$ cat src/rtl/spi_ahb_loader.sv
// rtl/spi_ahb_loader.sv - SPI mode-0 slave that turns load/readback frames into single-beat AHB-Lite transfers.
module spi_ahb_loader #(
  parameter logic [7:0] CMD_WRITE   = 8'h02,
  parameter logic [7:0] CMD_READ    = 8'h03,
  parameter logic [3:0] HPROT_VAL   = 4'b0011,
  parameter int         SYNC_STAGES = 2
) (
  input  logic        clk,
  input  logic        rst,
  input  logic        sclk,
  input  logic        cs_n,
  input  logic        mosi,
  output logic        miso,
  output logic [31:0] spi_haddr,
  output logic [31:0] spi_hwdata,
  output logic        spi_hwrite,
  output logic [2:0]  spi_hsize,
  output logic [2:0]  spi_hburst,
  output logic [1:0]  spi_htrans,
  output logic [3:0]  spi_hprot,
  output logic        spi_hmastlock,
  input  logic [31:0] spi_hrdata,
  input  logic        spi_hready,
  input  logic        spi_hresp,
  output logic        busy,
  output logic        err
);

  typedef enum logic [2:0] {IDLE, CMD, ADDR, WDATA, DUMMY, RDATA, IGNORE} frame_state_t;
  typedef enum logic [1:0] {A_IDLE, A_ADDR, A_DATA} ahb_state_t;

  frame_state_t r_fstate;
  ahb_state_t   r_astate;

  logic [SYNC_STAGES-1:0] r_sclk_sync, r_csn_sync, r_mosi_sync;
  logic        r_sclk_prev, r_csn_prev;
  logic [5:0]  r_cnt;
  logic [30:0] r_shift;
  logic [30:0] r_tx;
  logic [31:0] r_addr;
  logic        r_is_read;
  logic        r_req_valid, r_req_write;
  logic [31:0] r_req_addr, r_req_wdata;
  logic        r_rd_valid;
  logic [31:0] r_rd_data;

  logic        w_sclk, w_csn, w_mosi;
  logic        w_rise, w_fall, w_csn_fall, w_csn_rise;
  logic [31:0] w_rx_word, w_next_addr, w_tx_word;
  logic        w_buf_take;
  logic        w_post, w_post_rd;
  logic [31:0] w_post_addr, w_post_data;

  assign w_sclk      = r_sclk_sync[SYNC_STAGES-1];
  assign w_csn       = r_csn_sync[SYNC_STAGES-1];
  assign w_mosi      = r_mosi_sync[SYNC_STAGES-1];
  assign w_rise      = w_sclk & ~r_sclk_prev;
  assign w_fall      = ~w_sclk & r_sclk_prev;
  assign w_csn_fall  = ~w_csn & r_csn_prev;
  assign w_csn_rise  = w_csn & ~r_csn_prev;
  assign w_rx_word   = {r_shift, w_mosi};
  assign w_next_addr = r_addr + 32'd4;
  assign w_tx_word   = r_rd_valid ? r_rd_data : 32'h0;
  assign w_buf_take  = (r_astate == A_IDLE) && r_req_valid;

  assign spi_hsize     = 3'b010;
  assign spi_hburst    = 3'b000;
  assign spi_hprot     = HPROT_VAL;
  assign spi_hmastlock = 1'b0;
  assign busy = (r_fstate != IDLE) | (r_astate != A_IDLE) | r_req_valid;

  always_ff @(posedge clk) begin
    if (rst) begin
      r_sclk_sync <= '0;
      r_csn_sync  <= '1;
      r_mosi_sync <= '0;
      r_sclk_prev <= 1'b0;
      r_csn_prev  <= 1'b1;
    end else begin
      r_sclk_sync <= {r_sclk_sync[SYNC_STAGES-2:0], sclk};
      r_csn_sync  <= {r_csn_sync[SYNC_STAGES-2:0], cs_n};
      r_mosi_sync <= {r_mosi_sync[SYNC_STAGES-2:0], mosi};
      r_sclk_prev <= w_sclk;
      r_csn_prev  <= w_csn;
    end
  end

  // Requests the frame side hands to the AHB side this cycle.
  always_comb begin
    w_post      = 1'b0;
    w_post_rd   = 1'b0;
    w_post_addr = 32'h0;
    w_post_data = 32'h0;
    if (!w_csn_rise) begin
      case (r_fstate)
        ADDR: if (w_rise && r_cnt == 6'd31 && r_is_read) begin
          w_post      = 1'b1;
          w_post_rd   = 1'b1;
          w_post_addr = {w_rx_word[31:2], 2'b00};
        end
        WDATA: if (w_rise && r_cnt == 6'd31) begin
          w_post      = 1'b1;
          w_post_addr = r_addr;
          w_post_data = w_rx_word;
        end
        RDATA: if (w_fall && r_cnt == 6'd30) begin
          w_post      = 1'b1;
          w_post_rd   = 1'b1;
          w_post_addr = w_next_addr;
        end
        default: ;
      endcase
    end
  end

  always_ff @(posedge clk) begin
    if (rst) begin
      r_fstate    <= IDLE;
      r_astate    <= A_IDLE;
      r_cnt       <= 6'd0;
      r_shift     <= 31'h0;
      r_tx        <= 31'h0;
      r_addr      <= 32'h0;
      r_is_read   <= 1'b0;
      r_req_valid <= 1'b0;
      r_req_write <= 1'b0;
      r_req_addr  <= 32'h0;
      r_req_wdata <= 32'h0;
      r_rd_valid  <= 1'b0;
      r_rd_data   <= 32'h0;
      miso        <= 1'b0;
      spi_htrans  <= 2'b00;
      spi_haddr   <= 32'h0;
      spi_hwdata  <= 32'h0;
      spi_hwrite  <= 1'b0;
      err         <= 1'b0;
    end else begin
      if (r_fstate == IDLE && w_csn_fall) err <= 1'b0;

      case (r_astate)
        A_IDLE: if (r_req_valid) begin
          r_req_valid <= 1'b0;
          spi_haddr   <= r_req_addr;
          spi_hwrite  <= r_req_write;
          spi_hwdata  <= r_req_wdata;
          spi_htrans  <= 2'b10;
          r_astate    <= A_ADDR;
        end
        A_ADDR: if (spi_hready) begin
          spi_htrans <= 2'b00;
          r_astate   <= A_DATA;
        end
        A_DATA: if (spi_hready) begin
          if (spi_hresp) err <= 1'b1;
          if (!spi_hwrite) begin
            r_rd_data  <= spi_hresp ? 32'hDEAD_BEEF : spi_hrdata;
            r_rd_valid <= 1'b1;
          end
          r_astate <= A_IDLE;
        end
        default: r_astate <= A_IDLE;
      endcase

      // Single-entry buffer: a post that finds it still occupied is lost.
      if (w_post) begin
        if (r_req_valid && !w_buf_take) begin
          err <= 1'b1;
        end else begin
          r_req_valid <= 1'b1;
          r_req_addr  <= w_post_addr;
          r_req_write <= !w_post_rd;
          r_req_wdata <= w_post_data;
        end
        if (w_post_rd) r_rd_valid <= 1'b0;
      end

      if (w_csn_rise) begin
        r_fstate <= IDLE;
        r_cnt    <= 6'd0;
        miso     <= 1'b0;
      end else begin
        case (r_fstate)
          IDLE: if (w_csn_fall) begin
            r_fstate <= CMD;
            r_cnt    <= 6'd0;
          end
          CMD: if (w_rise) begin
            r_shift <= w_rx_word[30:0];
            r_cnt   <= r_cnt + 6'd1;
            if (r_cnt == 6'd7) begin
              r_cnt <= 6'd0;
              if (w_rx_word[7:0] == CMD_WRITE) begin
                r_is_read <= 1'b0;
                r_fstate  <= ADDR;
              end else if (w_rx_word[7:0] == CMD_READ) begin
                r_is_read <= 1'b1;
                r_fstate  <= ADDR;
              end else begin
                r_fstate <= IGNORE;
              end
            end
          end
          ADDR: if (w_rise) begin
            r_shift <= w_rx_word[30:0];
            r_cnt   <= r_cnt + 6'd1;
            if (r_cnt == 6'd31) begin
              r_cnt    <= 6'd0;
              r_addr   <= {w_rx_word[31:2], 2'b00};
              r_fstate <= r_is_read ? DUMMY : WDATA;
            end
          end
          WDATA: if (w_rise) begin
            r_shift <= w_rx_word[30:0];
            r_cnt   <= r_cnt + 6'd1;
            if (r_cnt == 6'd31) begin
              r_cnt  <= 6'd0;
              r_addr <= w_next_addr;
            end
          end
          DUMMY: begin
            if (w_rise) r_cnt <= r_cnt + 6'd1;
            if (w_fall && r_cnt == 6'd8) begin
              r_tx     <= w_tx_word[30:0];
              miso     <= w_tx_word[31];
              r_cnt    <= 6'd0;
              r_fstate <= RDATA;
              if (!r_rd_valid) err <= 1'b1;
            end
          end
          RDATA: if (w_fall) begin
            if (r_cnt == 6'd31) begin
              r_tx  <= w_tx_word[30:0];
              miso  <= w_tx_word[31];
              r_cnt <= 6'd0;
              if (!r_rd_valid) err <= 1'b1;
            end else begin
              r_tx  <= {r_tx[29:0], 1'b0};
              miso  <= r_tx[30];
              r_cnt <= r_cnt + 6'd1;
              if (r_cnt == 6'd30) r_addr <= w_next_addr;
            end
          end
          IGNORE: miso <= 1'b0;
          default: r_fstate <= IDLE;
        endcase
      end
    end
  end

endmodule

$ cat config.mk
export PLATFORM = sky130hd
export DESIGN_NAME = spi_ahb_loader
export DESIGN_NICKNAME = d
export VERILOG_FILES = /design/src/rtl/spi_ahb_loader.sv
export SDC_FILE = /design/constraint.sdc
export NUM_CORES = 1
export LEC_CHECK = 0
export CAP_MARGIN = 40
export CORE_UTILIZATION = 50
export DETAILED_ROUTE_END_ITERATION = 8
export PLACE_DENSITY_LB_ADDON = 0.1
export SYNTH_ARGS = -nofsm -noshare
export SYNTH_HDL_FRONTEND = slang
export SYNTH_SLANG_ARGS = --single-unit
$ cat constraint.sdc
create_clock -name clk -period 5 [get_ports clk]
set_clock_uncertainty 0.2 [all_clocks]
set_input_delay 1 -clock clk [delete_from_list [all_inputs] [get_ports clk]]
set_output_delay 1 -clock clk [all_outputs]
set_load 0.01 [all_outputs]
Word level (Yosys, flattened, before mapping)
Index checks and enable logic that the tools add are counted.
{"block": "op_classes", "addsub": 2, "eq_ne": 30, "muxes": 80, "bitwise": 14, "reduce_logical": 35}
{"operator": "$mux 32", "n": 16}
{"operator": "$pmux 32 s3", "n": 2}
{"operator": "$mux 31", "n": 3}
{"operator": "$pmux 31 s2", "n": 1}
{"operator": "$mux 6", "n": 8}
{"operator": "$add 32x3->32 const B", "n": 1}
{"operator": "$pmux 6 s5", "n": 1}
{"operator": "$mux 1", "n": 29}
{"operator": "$ne 2x2->1 const B", "n": 14}
{"operator": "$mux 3", "n": 9}
{"operator": "$eq 8x2->1 const B", "n": 2}
{"operator": "$pmux 3 s5", "n": 1}
{"operator": "$reduce_and 3->1", "n": 5}
{"operator": "$eq 6x5->1 const B", "n": 2}
{"operator": "$eq 3x3->1 const B", "n": 3}
{"operator": "$reduce_and 9->1", "n": 1}
{"operator": "$reduce_bool 3->1", "n": 3}
{"operator": "$mux 2", "n": 4}
{"operator": "$not 1->1", "n": 8}
{"operator": "$reduce_bool 2->1", "n": 4}
{"operator": "$logic_and 1x1->1", "n": 7}
{"operator": "$reduce_and 7->1", "n": 1}
{"operator": "$add 6x1->6 const B", "n": 1}
{"operator": "$eq 3x2->1 const B", "n": 2}
{"operator": "other kinds (23)", "n": 33}
{"block": "totals", "register_bits": 282}

Logic depth before layout (Yosys ltp)
{"block": "depth", "ltp_word": 14, "ltp_mapped": 10, "ltp_nobuf": 8}

Worst setup path after synthesis
OpenSTA, ideal clock, no wires.
{"block": "synth_timing", "path_kind": "register -> register", "startpoint": "register r_addr[2]", "endpoint": "register r_addr[22]", "t_arrival_ps": 2264, "required_ps": 4730, "setup_slack_ps": 2466, "path_stages_with_launch": 9, "synth_period_minus_slack_ps": 2534, "path_cell_list": "dfxtp_1 ha_1 nand3_2 or4_1 buf_2 or4_1 o21ai_1 nand2_1 a21oi_1"}
{"block": "synth_via", "elab_chain_cells": 5, "word_cells_on_any_way": 7, "cone_classes": "add/sub: 1; mux: 6"}
{"element": "start: declaration", "line": "40", "source": "logic [31:0] r_addr;"}
{"element": "start signal: assignment", "line": "208", "source": "r_addr <= {w_rx_word[31:2], 2'b00};"}
{"element": "start signal: assignment", "line": "217", "source": "r_addr <= w_next_addr;"}
{"element": "start signal: assignment", "line": "240", "source": "if (r_cnt == 6'd30) r_addr <= w_next_addr;"}
{"element": "$add 32x3->32 *", "line": "62", "source": "assign w_next_addr = r_addr + 32'd4;"}
{"element": "$mux 32", "line": "240"}
{"element": "$mux 32", "line": "231", "source": "if (r_cnt == 6'd31) begin"}
{"element": "$mux 32", "line": "230", "source": "RDATA: if (w_fall) begin"}
{"element": "$pmux 32 s3 *", "line": "182", "source": "case (r_fstate)"}
Every way passes the cells marked *; elsewhere a longest branch is shown, timed or not. The select of a mux whose other input is x is not followed.
A chain may end at the register's enable or synchronous reset.

Final worst setup path
{"block": "layout_timing", "startpoint": "register r_fstate[1]", "endpoint": "register r_req_addr[6]"}
{"block": "layout_via", "elab_chain_cells": 4, "word_cells_on_any_way": 8, "cone_classes": "eq/ne: 3; mux: 4; reduce/logical: 1"}
{"element": "start: declaration", "line": "32", "source": "frame_state_t r_fstate;"}
{"element": "start signal: assignment", "line": "209", "source": "r_fstate <= r_is_read ? DUMMY : WDATA;"}
{"element": "$eq 3x3->1 or $eq 3x2->1 (tied branches)", "line": "95", "source": "case (r_fstate)"}
{"element": "$pmux 1 s3", "line": "95"}
{"element": "$mux 1", "line": "94", "source": "if (!w_csn_rise) begin"}
{"element": "$reduce_and 2->1 (no line)"}
{"element": "end signal: assignment", "line": "170", "source": "r_req_addr <= w_post_addr;"}
{"element": "end: declaration", "line": "43", "source": "logic [31:0] r_req_addr, r_req_wdata;"}
Several ways; a longest one is shown, not always the timed one.

==> flow_summary_export.csv <==
group,metric,value,unit
status,status,"completed",
clock_network,tritoncts,"built",
timing,slew_headroom,42.0,%
floorplan,coreArea,24300,um^2
floorplan,die_h,160,um
timing,tns,0,ns
logic_synthesis,netlist_area,12400,um^2
placed_design,place_congestion,0.900,
logic_synthesis,synth_top_cells_by_area,"dfxtp_1 45%, nand2_1 9.8%, a21oi_1 7.5%",
floorplan,initial_core_util,51.1,%
worst_setup_path,path_max_fanout,38,
run,maxCapViolations,0,
logic_synthesis,syn_inst,1593,
logic_synthesis,ys_warn_count,0,
logic_synthesis,synth.most_common_cell,"nand2_1",
timing,fin_crit_sh,75.5,%
final_layout,finish.utilization,60.5,%
route,wirelength,33400,um
route,drtIter0Drc,904,
route,ant_nets,0,
floorplan,design.die.area,25500,um^2
final_layout,fin_nets,1658,
pwr,leakagePower,4.52,nW
pwr,worst_ir_drop_vdd,0.218,mV
timing,tightest_slew,0.870,ns
timing,hold_viol,0,
route,wl_met2,14500,um
timing,rsz0062_at_grt,"false",
floorplan,ios,120,
logic_synthesis,synthTopCellsByCount,"326 x nand2_1, 277 x dfxtp_1, 186 x a21oi_1",
timing,finalCriticalPeriod,3.77,ns
logic_synthesis,synth_largest_area_cell,"dfxtp_1",
worst_setup_path,cp.required,5.28,ns
clock_network,postCtsHoldBufs,0,
timing,max_freq,0.265,GHz
timing,setup_viol,0,
worst_setup_path,start_kind,"flip-flop",
grt,grt_max_degree,91,
timing,slew_viol_final,0,
logic_synthesis,seq_area_frac_synth,44.6,%
grt,grt_pass1_vias,10400,
floorplan,die_w,160,um
clock_network,cts.clk_slew.worst_paths,0.06,ns
grt,gr-total-overflow,0,
clock_network,cts_resized,0,
logic_synthesis,yosysUniqueCellTypes,74,
route,met1Wirelength,15900,um
route,wl_per_cell,17.0,um
worst_setup_path,end_kind,"flip-flop",
final_layout,drive_gt1_share,8.35,%
pwr,power_density,335,nW/um^2
route,wl_met3,2190,um
route,drc_errors,0,
logic_synthesis,synth-main-ff-cell,"dfxtp_1",
logic_synthesis,synth-edff-count,0,
grt,grt_use_total,25.8,%
route,firstDrtPassIters,5,
logic_synthesis,async_flop_share,0,%
placed_design,hpwl,21300,um
route,vias,11300,
route,highest_layer,"met5",
clock_network,clock_path_buffers,3,
worst_hold_path,hold_path.class,"flip-flop to flip-flop",
final_layout,area_delta_synth_final,18.3,%
clock_network,clk_latency,0.57,ns
floorplan,num_rows,57,
clock_network,post_cts_buffers,0,
logic_synthesis,ys_ff_latch,277,
route,via_per_inst,5.77,
logic_synthesis,synth.avg_cell_area,7.80,um^2
clock_network,numCtsBuffers,31,
clock_network,clock_sinks,277,
worst_setup_path,worstSetupPathType,"flip-flop to flip-flop",
logic_synthesis,yosysTopAreaCellShare,44.6,%
final_layout,diodes,0,
clock_network,root_buffer,"clkbuf_16",
grt,grt_first_pass_wirelength,54700,um
placed_design,portBuffers,107,
worst_setup_path,cp.arrival,4.05,ns
grt,antenna_found_initial,1,
clock_network,htreeDepth,1,
metrics by stage:
stage               setup slack [ns]  instance area, um^2  total power, mW  hold WS, ns  std cells
floorplan                       2.47                12500             2.33        0.189       1603
global placement                1.36                13500             2.37        0.191       1903
detailed placement              1.30                13500             2.37        0.194       1906
CTS                             1.28                14700             4.95        0.209       1964
global route                   0.979                14700             5.05        0.218       1964
finish                          1.23                14700             4.93        0.208       1964
cells in the final DEF (no fill, tap or decap), types with 6 or more instances in the layout:
| cell type | netlist | layout |
|---|---|---|
| clkbuf_16 | 0 | 31 |
| nand3b_1 | 19 | 19 |
| o21ai_0 | 37 | 37 |
| a31oi_1 | 9 | 9 |
| buf_4 | 20 | 21 |
| or2_2 | 6 | 6 |
| nor4_1 | 12 | 11 |
| bufinv_16 | 0 | 8 |
| a21oi_1 | 186 | 186 |
| clkdlybuf4s50_1 | 0 | 106 |
| inv_1 | 15 | 15 |
| a22oi_1 | 22 | 22 |
| a311oi_2 | 29 | 29 |
| or4_1 | 8 | 8 |
| nor3_1 | 88 | 88 |
| and3_1 | 10 | 10 |
| nand2_1 | 326 | 325 |
| nand4_1 | 7 | 7 |
| o32ai_1 | 7 | 7 |
| nor2b_1 | 8 | 8 |
| nand3_1 | 79 | 79 |
| xnor2_1 | 10 | 10 |
| nand2b_1 | 10 | 10 |
| a211oi_1 | 28 | 28 |
| conb_1 | 2 | 12 |
| nor2_1 | 157 | 155 |
| dfxtp_1 | 277 | 277 |
| a222oi_1 | 9 | 9 |
layout make-up:
| type | count | area (um^2) |
|---|---|---|
| flip-flops and latches | 277 | 5550 |
| multi-input cells | 1159 | 6220 |
| well taps | 324 | 405 |
| clock buffers | 36 | 835 |
| inverters | 15 | 56.3 |
| clock inverters | 22 | 354 |
| repair buffers | 131 | 1290 |
| fillers | 2219 | 9610 |
routing by layer:
| layer | GRT usage [%] | vias to the layer above |
|---|---|---|
| li1 | - | 5600 |
| met1 | 37.1 | 5321 |
| met2 | 39.6 | 349 |
| met3 | 4.00 | 63 |
| met4 | 8.04 | 2 |
| met5 | 0 | - |
flip-flops by register name, indices dropped and copies added, names as in the netlist, 2 cells and up:
name,flops
spi_hwdata,32
r_mosi_sync,2
r_fstate,3
r_shift,31
r_cnt,6
r_rd_data,32
r_req_addr,31
r_tx,31
r_req_wdata,32
r_astate,2
spi_haddr,31
r_sclk_sync,2
r_csn_sync,2
r_addr,30
power by group:
group / leakage (nW) / total [mW] / switching (mW) / internal [mW]
clock: 0.572 / 2.60 / 0.982 / 1.62
combinational: 1.72 / 0.114 / 0.0714 / 0.0422
sequential: 2.23 / 2.21 / 0.00280 / 2.21
critical path, cell delays in order, from the launching register on:
cell and delay (ns):
dfxtp_1 0.61, and4bb_1 0.68, and3_1 0.72, o21a_1 0.32
o21a_1 0.39, buf_4 0.44, nor2_1 0.07, a211oi_1 0.22
final timing paths:
kind / depth (start not counted) / to / from / slack (ns)
setup / recovery: 7 / r_req_addr[6] / r_fstate[1] / 1.23
hold / removal: 1 / r_csn_sync[1] / r_csn_sync[0] / 0.21
setup reg to reg: 7 / r_req_addr[6] / r_fstate[1] / 1.23
hold reg to reg: 1 / r_csn_sync[1] / r_csn_sync[0] / 0.21
cells by family (layout without fill, tap and decap cells):
kind of cell / Yosys count / count (layout) / share of synthesized area, %
AO/OA/AOI/OAI: 370 / 370 / 20.1
XOR/XNOR: 15 / 15 / 1.06
adder cells (fa/ha/maj): 4 / 4 / 0.403
buffers and inverters: 167 / 204 / 5.97
flip-flops: 277 / 277 / 44.6
multiplexers: 6 / 6 / 0.503
other: 2 / 12 / 0.0604
AND/OR/NAND/NOR: 752 / 752 / 27.3
Power figures use the tool's default switching activity.
